**src/rtl/fetch_queue.sv**
```systemverilog
// fetch_queue: instruction fetch engine with a small prefetch queue.
//
// Requests sequential instruction words from instruction memory starting at
// RESET_PC. Each returned word is written to a circular queue together with
// its word address. The decode stage drains the queue through a valid/ready
// handshake. A redirect flushes the queue and restarts fetching at a new
// address.
//
// Optional feature macro: FETCH_QUEUE_PERF_EN adds the performance counters
// fetch_count and flush_count.
//
// Ports:
//   clk            in   rising-edge clock
//   reset          in   asynchronous, active-high reset
//   imem_req       out  instruction memory request (RUN state only)
//   imem_addr      out  word address being fetched (the fetch PC)
//   imem_ack       in   completes the request in a cycle with imem_req high
//   imem_rdata     in   instruction word, valid while imem_ack is high
//   redirect_valid in   flush the queue and restart fetching at redirect_pc
//   redirect_pc    in   new fetch word address
//   out_valid      out  queue head is valid
//   out_ready      in   decode accepts the head
//   out_instr      out  head instruction word
//   out_pc         out  head word address
//   fetch_count    out  accepted pushes (FETCH_QUEUE_PERF_EN only)
//   flush_count    out  entries discarded by redirects (FETCH_QUEUE_PERF_EN only)
module fetch_queue #(
  parameter int unsigned DEPTH    = 4,
  parameter logic [31:0] RESET_PC = 32'h0
) (
  input  logic        clk,
  input  logic        reset,
  output logic        imem_req,
  output logic [31:0] imem_addr,
  input  logic        imem_ack,
  input  logic [31:0] imem_rdata,
  input  logic        redirect_valid,
  input  logic [31:0] redirect_pc,
  output logic        out_valid,
  input  logic        out_ready,
  output logic [31:0] out_instr,
  output logic [31:0] out_pc
`ifdef FETCH_QUEUE_PERF_EN
  ,
  output logic [31:0] fetch_count,
  output logic [31:0] flush_count
`endif
);

  localparam int unsigned PW = (DEPTH > 1) ? $clog2(DEPTH) : 1;
  localparam int unsigned CW = $clog2(DEPTH) + 1;
  localparam logic [PW-1:0] PTR_ONE  = PW'(1);
  localparam logic [CW-1:0] CNT_ONE  = CW'(1);
  localparam logic [CW-1:0] CNT_FULL = CW'(DEPTH);

  typedef enum logic [1:0] {
    IDLE,
    RUN,
    FULL
  } state_t;

  state_t        state, state_n;
  logic [31:0]   fetch_pc;
  logic [CW-1:0] count, count_n;
  logic [PW-1:0] head, tail;
  logic [31:0]   mem_instr [DEPTH];
  logic [31:0]   mem_pc    [DEPTH];
  logic          push, pop;

  // Requests are suppressed in the redirect cycle; the new address is
  // presented from the following cycle.
  always_comb imem_req = (state == RUN) && !redirect_valid;

  assign imem_addr = fetch_pc;
  assign out_valid = (count != '0);
  assign out_instr = mem_instr[head];
  assign out_pc    = mem_pc[head];

  always_comb begin
    push    = imem_req && imem_ack;
    pop     = out_valid && out_ready;
    count_n = count;
    if (redirect_valid)
      count_n = '0;
    else if (push && !pop)
      count_n = count + CNT_ONE;
    else if (pop && !push)
      count_n = count - CNT_ONE;
  end

  always_comb begin
    state_n = state;
    unique case (state)
      IDLE: state_n = RUN;
      RUN:  if (count_n == CNT_FULL) state_n = FULL;
      FULL: if (count_n < CNT_FULL)  state_n = RUN;
      default: state_n = IDLE;
    endcase
    if (redirect_valid && state != IDLE)
      state_n = RUN;
    else if (redirect_valid)
      state_n = RUN;
  end

  always_ff @(posedge clk or posedge reset) begin
    if (reset)
      state <= IDLE;
    else
      state <= state_n;
  end

  always_ff @(posedge clk or posedge reset) begin
    if (reset) begin
      fetch_pc <= RESET_PC;
      count    <= '0;
      head     <= '0;
      tail     <= '0;
      for (int unsigned i = 0; i < DEPTH; i++) begin
        mem_instr[i] <= '0;
        mem_pc[i]    <= '0;
      end
    end else begin
      count <= count_n;
      if (redirect_valid) begin
        fetch_pc <= redirect_pc;
        head     <= '0;
        tail     <= '0;
      end else begin
        if (push) begin
          mem_instr[tail] <= imem_rdata;
          mem_pc[tail]    <= fetch_pc;
          tail            <= tail + PTR_ONE;
          fetch_pc        <= fetch_pc + 32'd1;
        end
        if (pop)
          head <= head + PTR_ONE;
      end
    end
  end

`ifdef FETCH_QUEUE_PERF_EN
  always_ff @(posedge clk or posedge reset) begin
    if (reset) begin
      fetch_count <= '0;
      flush_count <= '0;
    end else if (redirect_valid) begin
      // Every entry held at the redirect is discarded, including one that
      // decode was accepting in the same cycle.
      flush_count <= flush_count + 32'(count);
    end else if (push) begin
      fetch_count <= fetch_count + 32'd1;
    end
  end
`endif

endmodule

```
**config.mk**
```make
export PLATFORM = sky130hd
export DESIGN_NAME = fetch_queue
export DESIGN_NICKNAME = d
export VERILOG_FILES = /design/src/rtl/fetch_queue.sv
export SDC_FILE = /design/constraint.sdc
export NUM_CORES = 1
export LEC_CHECK = 0
export CAP_MARGIN = 10
export CELL_PAD_IN_SITES_DETAIL_PLACEMENT = 2
export CELL_PAD_IN_SITES_GLOBAL_PLACEMENT = 2
export CORE_ASPECT_RATIO = 1.4
export CORE_MARGIN = 5
export CORE_UTILIZATION = 23
export CTS_CLUSTER_DIAMETER = 150
export DETAILED_ROUTE_END_ITERATION = 6
export MAX_ROUTING_LAYER = met4
export PLACE_DENSITY_LB_ADDON = 0.1
export SLEW_MARGIN = 0
export SYNTH_ARGS = -nofsm -noshare
export SYNTH_HDL_FRONTEND = slang
export SYNTH_SLANG_ARGS = --single-unit
```
**constraint.sdc**
```tcl
create_clock -name clk -period 15.1 [get_ports clk]
set_input_delay 2.265 -clock clk [delete_from_list [all_inputs] [get_ports clk]]
set_output_delay 2.265 -clock clk [all_outputs]
set_load 0.02 [all_outputs]
```
==> results.md, run 1 <==
- Number of global-route vias before repair: 9,916
- Clk_lat worst skew: 0.54 ns
- Routed wire length: 41.34 mm
- Port bufs: 166
- DR DRC count: 0
- Area Growth Syn to Fin: 27.49%
- Synth Warn #: 0
- Maximum vdd drop: 81.00 uV
- Count of unique library cells instantiated by Yosys: 47
- Die span in x: 214.6 um
- Top-area cell type share of the netlist area: 55.13%
- Minimum period implied by the final worst setup slack: 5.846 ns
- Max Used Layer: met4
- Worst setup EP type: output port
- RSZ-0062 raised after global routing: no
- Final Max Slew Viols: 0
- Critical path class: in2out
- Fin cells: 1,852
- Pwr dens: 208.6 nW/um2
- R2R Setup Slk: 12.43 ns
- Post-CTS sizing: 0
- Routed wl met3: 1.474 mm
- Sequential share of the synthesized area: 55.13%
- Max-Cap Viols: 0
- Antenna Violating Nets Remaining: 0
- Synth Net Count: 1,003
- Worst setup endpoint: imem_req
- 1st-iter DRT viols: 260
- Util after Layout: 29.47%
- Root buffer cell: clkbuf_16
- TritonCTS Buffers: 37
- Met1 WL: 18.09 mm
- WP data arrival: 3.58 ns
- Top_reg_cell synth: dfrtp_1
- Leading cell type by number of instances after synthesis: dfrtp_1
- Synth top area cells: dfrtp_1 (55%), mux2_2 (20%), mux4_2 (11%)
- Antenna violations before repair: 0
- Status: finished clean
- Worst path required time: 12.84 ns
- Worst path cell trace: buf_2 > buf_4 > nor2_1 > clkdlybuf4s50_1
- Die area: 63,630 um2
- DP HPWL: 25.89 mm
- Worst R2R End: mem_instr[29]
- Synth area leader: dfrtp_1
- WL per Instance: 22.32 um
- Worst Tran Pin Value: 0.9478 ns
- Setup Skew: 0.01552 ns
- Commonest cells in the netlist: dfrtp_1 (297), mux2_2 (244), mux4_2 (64)
- # setup viols final: 0
- Number of synthesized flops with an enable pin: 0
- Vias per cell: 4.549
- Fin Setup TNS: 0 ns
- First-pass detailed-route iteration total: 4
- GR Overflow Total: 0
- CTS tree: built
- Placement Setup Slack: 9.182 ns
- Placed cells: 1,787
- Critical path fanouts, max: 68
- Worst setup SP type: primary input
- Mapped Area: 13,480 um2
- HP Class: reg2reg
- Chip Height: 296.5 um
- CTS clock-pin slew for the worst setup and hold paths: 0.06 ns
- Initial core utilization: 23.11%
- Reg2Reg Depth: 4
- Share of cells above drive strength 1: 35.63%
- Final worst slack: 9.254 ns
- Largest net degree at the start of global routing: 106
- GRT Total Usage: 13.52%
- Worst path slowest cell: clkdlybuf4s50_1
- CP max stage delay: 0.57 ns
- Relative slew slack: 36.81%
- Async set-reset flop share out of synthesis: 100.0%
- Crit path from: redirect_valid
- CTS Hold Bufs: 0
- Clock Path Buffers: 3
- Yosys reg bits: 297
- Nets: 1,154
- Critical R2R Launch: state[0]
- Fmax: 171.1 MHz
- Post-Syn Area per Cell: 14.56 um2
- H-tree levels: 2
- Cells after synthesis: 926
- P_leak: 7.189 nW
- IO Count: 167
- Placer Congestion: 0.6655
- Num rows: 105
- First-pass GRT wire length: 64.69 mm
- Diode count: 0
- Via Count: 8,424
- Met2 WL post-DR: 20.89 mm
- Setup Fix Bufs, Post-CTS: 0
- Final hold viol count: 0
- Clk sink count: 297
- Core ar.: 58,330 um2
- Final period util: 38.72%
==> area by class of cell <==
cell class	count	area (um2)
timing repair buffer	177	1739
tap	749	937.1
sequential	297	7440
inverter	14	60.06
clock buffer	53	1109
fill	6065	41140
clock inverter	12	195.2
multi-input combinational	550	5708
==> state kept, by name (all words and copies together) (netlist names) <==
| register | flops |
|---|---|
| state | 2 |
| head | 2 |
| imem_addr | 32 |
| count | 3 |
| mem_pc | 128 |
| tail | 2 |
| mem_instr | 128 |
==> worst max-delay path, delay by kind of cell <==
kind | cells | cell delay [ns]
buffers and inverters | 3 | 1.20
AND/OR/NAND/NOR | 1 | 0.11
==> through the flow <==
| step | power [W] | instance area [um2] | hold WS, ns |
|---|---|---|---|
| after floorplan | 0.002126 | 13480 | 0.4446 |
| after global placement | 0.002653 | 15880 | 0.4568 |
| after detailed placement | 0.002687 | 15880 | 0.4711 |
| after CTS | 0.003680 | 17190 | 0.4856 |
| after global routing | 0.003812 | 17190 | 0.5152 |
| final | 0.003585 | 17190 | 0.4820 |
==> routing by layer <==
layer  global-route usage (%)  vias up
li1                         -     3703
met1                    16.59     4512
met2                    23.17      158
met3                    2.586       51
met4                    3.458        0
met5                        -        -
==> logic make-up after synthesis <==
group,count (synthesis),synth area share (%)
AO/OA/AOI/OAI,67,2.951
XOR/XNOR,25,1.624
adder cells (fa/ha/maj),9,0.8167
buffers and inverters,79,2.756
flip-flops,297,55.13
multiplexers,312,31.37
AND/OR/NAND/NOR,137,5.355
==> report_power, final <==
part / internal [W] / switching (W)
logic: 0.000728 / 0.000545
clock network: 0.000596 / 0.000360
registers: 0.00113 / 0.000222
==> cell usage in the layout, fill, tap and decap left out, types with 2 or more instances in the layout <==
cell type	count
dfrtp_1	295
mux2_2	244
clkdlybuf4s50_1	165
mux4_2	64
nand2_1	58
clkbuf_16	39
o21ai_0	37
nand3_1	19
xor2_1	18
nand4_1	15
inv_1	13
nor2_1	12
buf_4	11
ha_1	8
clkbuf_8	8
xnor2_1	7
o211ai_1	6
clkbuf_1	6
and4_1	5
bufinv_16	5
nand2_4	4
and3_1	4
mux2i_1	4
o311ai_0	4
a31oi_1	4
o21ai_1	4
clkinv_2	4
and2_1	3
a21oi_1	3
nand2b_1	2
o31ai_1	2
nor4_1	2
nor3_1	2
o311ai_1	2
dfrtp_4	2
==> worst min path at each step <==
| stage | endpoint | start | cells after the start | slack (ns) |
|---|---|---|---|---|
| 6_report | mem_pc[114] | mem_pc[114] | 2 | 0.48 |
| 5_1_grt | mem_pc[73] | mem_pc[73] | 1 | 0.52 |
| 4_1_cts | mem_pc[50] | mem_pc[50] | 2 | 0.49 |
| 3_5_place_dp | mem_pc[75] | mem_pc[75] | 2 | 0.47 |
| 3_3_place_gp | mem_pc[114] | mem_pc[114] | 2 | 0.46 |
| 2_1_floorplan | mem_pc[50] | mem_pc[50] | 2 | 0.44 |
(Power assumes the default switching activity.)
==> inputs of run 2 (changes only) <==
==> constraint.sdc (replaced) <==
create_clock -name clk -period 5.9 [get_ports clk]
set_input_delay 0.885 -clock clk [delete_from_list [all_inputs] [get_ports clk]]
set_output_delay 0.885 -clock clk [all_outputs]
set_load 0.02 [all_outputs]
==> run 2 against run 1 <==
Net effect: critical path depth down 1; total power up 150%; largest power group unchanged; routed wire length about the same; count of clock-buffer cells in the layout down 5; cell count down 0.16%; combinational power rose to 2.6 times the previous value; non-clock buffer count up 2; first-iteration DRC count down 7.3%; worst setup slack worse by 7.3 ns; register-to-register slack worse by 9.2 ns.
==> results.md, run 2 (synthesis gave the netlist of run 1 again) <==
- DP Area: 15,930 um2 (+0.31%)
- Hold path depth: 2 (unchanged)
- H-tree levels: 2 (unchanged)
- Worst setup SP type: flip-flop
- RSZ-0062 raised after global routing: no
- IO Count: 167 (unchanged)
- Antenna violations before repair: 0 (unchanged)
- WP data arrival: 3.09 ns (-0.49 ns)
- Area Growth Syn to Fin: 26.65%
- Port bufs: 166 (unchanged)
- HP Class: reg2reg
- WL per Instance: 22.37 um (+0.20%)
- TritonCTS Buffers: 36 (-2.7%)
- Worst path slowest cell: dfrtp_4
- Final hold viol count: 0 (unchanged)
- GR Overflow Total: 0 (unchanged)
- Internal power: 0.006085 W (+150%)
- Placer Congestion: 0.6777 (+1.8%)
- Fin Setup TNS: 0 ns (unchanged)
- Critical R2R Launch: state[1]
- Initial core utilization: 23.11% (unchanged)
- R2R Setup Slk: 3.21 ns (-9.22 ns)
- Fin cells: 1,849 (-0.16%)
- Worst R2R End: mem_pc[96]
- Sw power: 0.002874 W (+160%)
- Reg power frac: 39.0% (+1.2 points)
- Largest net degree at the start of global routing: 134 (+26%)
- Placed cells: 1,789 (+0.11%)
- Commonest non-fill, non-tap cell in the layout: dfrtp_1
- Critical path class: reg2out
- Max-Cap Viols: 0 (unchanged)
- Commonest cells after routing, fill and taps aside: dfrtp_1 (295), mux2_2 (244), clkdlybuf4s50_1 (165)
- Die span in x: 214.6 um (unchanged)
- # setup viols final: 0 (unchanged)
- Worst Tran Pin Value: 1.025 ns (+0.07744 ns)
- Post-CTS sizing: 0 (unchanged)
- Nets: 1,155 (+0.087%)
- Clk_lat worst skew: 0.52 ns (-0.02 ns)
- DP HPWL: 26.59 mm (+2.7%)
- Hold path start: mem_pc[107]
- First-pass detailed-route iteration total: 4 (unchanged)
- Clock Path Buffers: 3 (unchanged)
- Relative slew slack: 31.65% (-5.2 points)
- Number of global-route vias before repair: 9,968 (+0.52%)
- Clk sink count: 297 (unchanged)
- Fin area: 17,080 um2 (-0.66%)
- Maximum vdd drop: 150.9 uV (+86%)
- Fmax: 251.4 MHz
- Final period util: 67.42%
- Critical path fanouts, max: 36 (-47%)
- CP max stage delay: 0.85 ns (+0.28 ns)
- Reg2Reg Depth: 4 (unchanged)
- Worst path required time: 5.02 ns (-7.82 ns)
- Pwr dens: 524.7 nW/um2 (+150%)
- Setup Fix Bufs, Post-CTS: 0 (unchanged)
- CTS clock-pin slew for the worst setup and hold paths: 0.06 ns (about the same)
- Util after Layout: 29.27% (-0.19 points)
- Switching share of power: 32.08% (+0.65 points)
- WHS Endpoint: mem_pc[107]
- Share of cells above drive strength 1: 35.55% (-0.085 points)
- GRT Total Usage: 13.46% (-0.066 points)
- Via Count: 8,400 (-0.28%)
- Comb pwr share: 36.6% (+1.1 points)
- CTS tree: built
- 1st-iter DRT viols: 241 (-7.3%)
- Routed wire length: 41.36 mm (about the same)
- P_leak: 7.128 nW (-0.85%)
- Setup Skew: 0.01754 ns (+0.002018 ns)
- Core ar.: 58,330 um2 (unchanged)
- Die area: 63,630 um2 (unchanged)
- Clock power share: 24.5% (-2.2 points)
- CTS Hold Bufs: 0 (unchanged)
- Diode count: 0 (unchanged)
- Root buffer cell: clkbuf_16
- First-pass GRT wire length: 64.40 mm (-0.45%)
- Num rows: 105 (unchanged)
- Chip Height: 296.5 um (unchanged)
- Worst setup EP type: output port
- Worst path cell trace: buf_4 > mux4_2 > clkdlybuf4s50_1
- Minimum period implied by the final worst setup slack: 3.978 ns
- Antenna Violating Nets Remaining: 0 (unchanged)
- DR DRC count: 0 (unchanged)
- Vias per cell: 4.543 (-0.12%)
- Status: finished clean
- Final Max Slew Viols: 0 (unchanged)
-- run 2: changes by cell type in the layout (fill, tap and decap cells not counted), moves of 2 or more --
cell,before,now
clkinv_2,4,8
clkbuf_8,8,6
clkinvlp_4,1,3
bufinv_16,5,2
clkbuf_16,39,37
buf_12,0,3
-- run 2: layer usage --
| layer | routed length, um | vias up | global-route usage (%) |
|---|---|---|---|
| li1 | - | 3721 | - |
| met1 | 18300 | 4492 | 16.86 |
| met2 | 21070 | 149 | 23.10 |
| met3 | 1371 | 38 | 2.341 |
| met4 | 620 | 0 | 2.861 |
| met5 | 0 | - | - |
-- run 2: critical path, delay by kind of cell (launching register included) --
family | cells | cell delay (ns)
DFF | 1 | 0.85
muxes | 1 | 0.47
buffers and inverters | 2 | 1.23
-- run 2: power by group through the flow --
stage               sequential (W)  clock (W)  combinational (W)
global route               0.00363    0.00239            0.00354
global placement           0.00351          0            0.00332
CTS                        0.00352    0.00231            0.00339
finish                     0.00349    0.00219            0.00328
detailed placement         0.00356          0            0.00337
floorplan                  0.00325          0            0.00219
-- run 2: per-stage QoR --
step,hold slack [ns],setup slack [ns],total power [W]
final,0.4770,1.922,0.008959
after global routing,0.5004,1.723,0.009554
after CTS,0.4841,1.800,0.009218
after detailed placement,0.4690,2.206,0.006927
after global placement,0.4575,2.260,0.006833
after floorplan,0.4446,1.070,0.005442
-- run 2: cell type report --
| cell class | instances | area, um2 |
|---|---|---|
| flip-flops and latches | 297 | 7440 |
| clock inverters | 12 | 115.1 |
| well taps | 749 | 937.1 |
| fillers | 6129 | 41260 |
| inverters | 14 | 56.30 |
| clock buffers | 48 | 1027 |
| repair buffers | 179 | 1792 |
| multi-input cells | 550 | 5708 |
-- run 2: worst max-delay path by stage --
stage	cells past startpoint	startpoint	end
after global routing	3	head[1]	out_pc[29]
after detailed placement	5	imem_ack	mem_instr[125]
after floorplan	1	reset	count[0]
final	3	head[1]	out_pc[20]
after global placement	5	imem_ack	mem_instr[116]
after CTS	3	head[1]	out_pc[29]
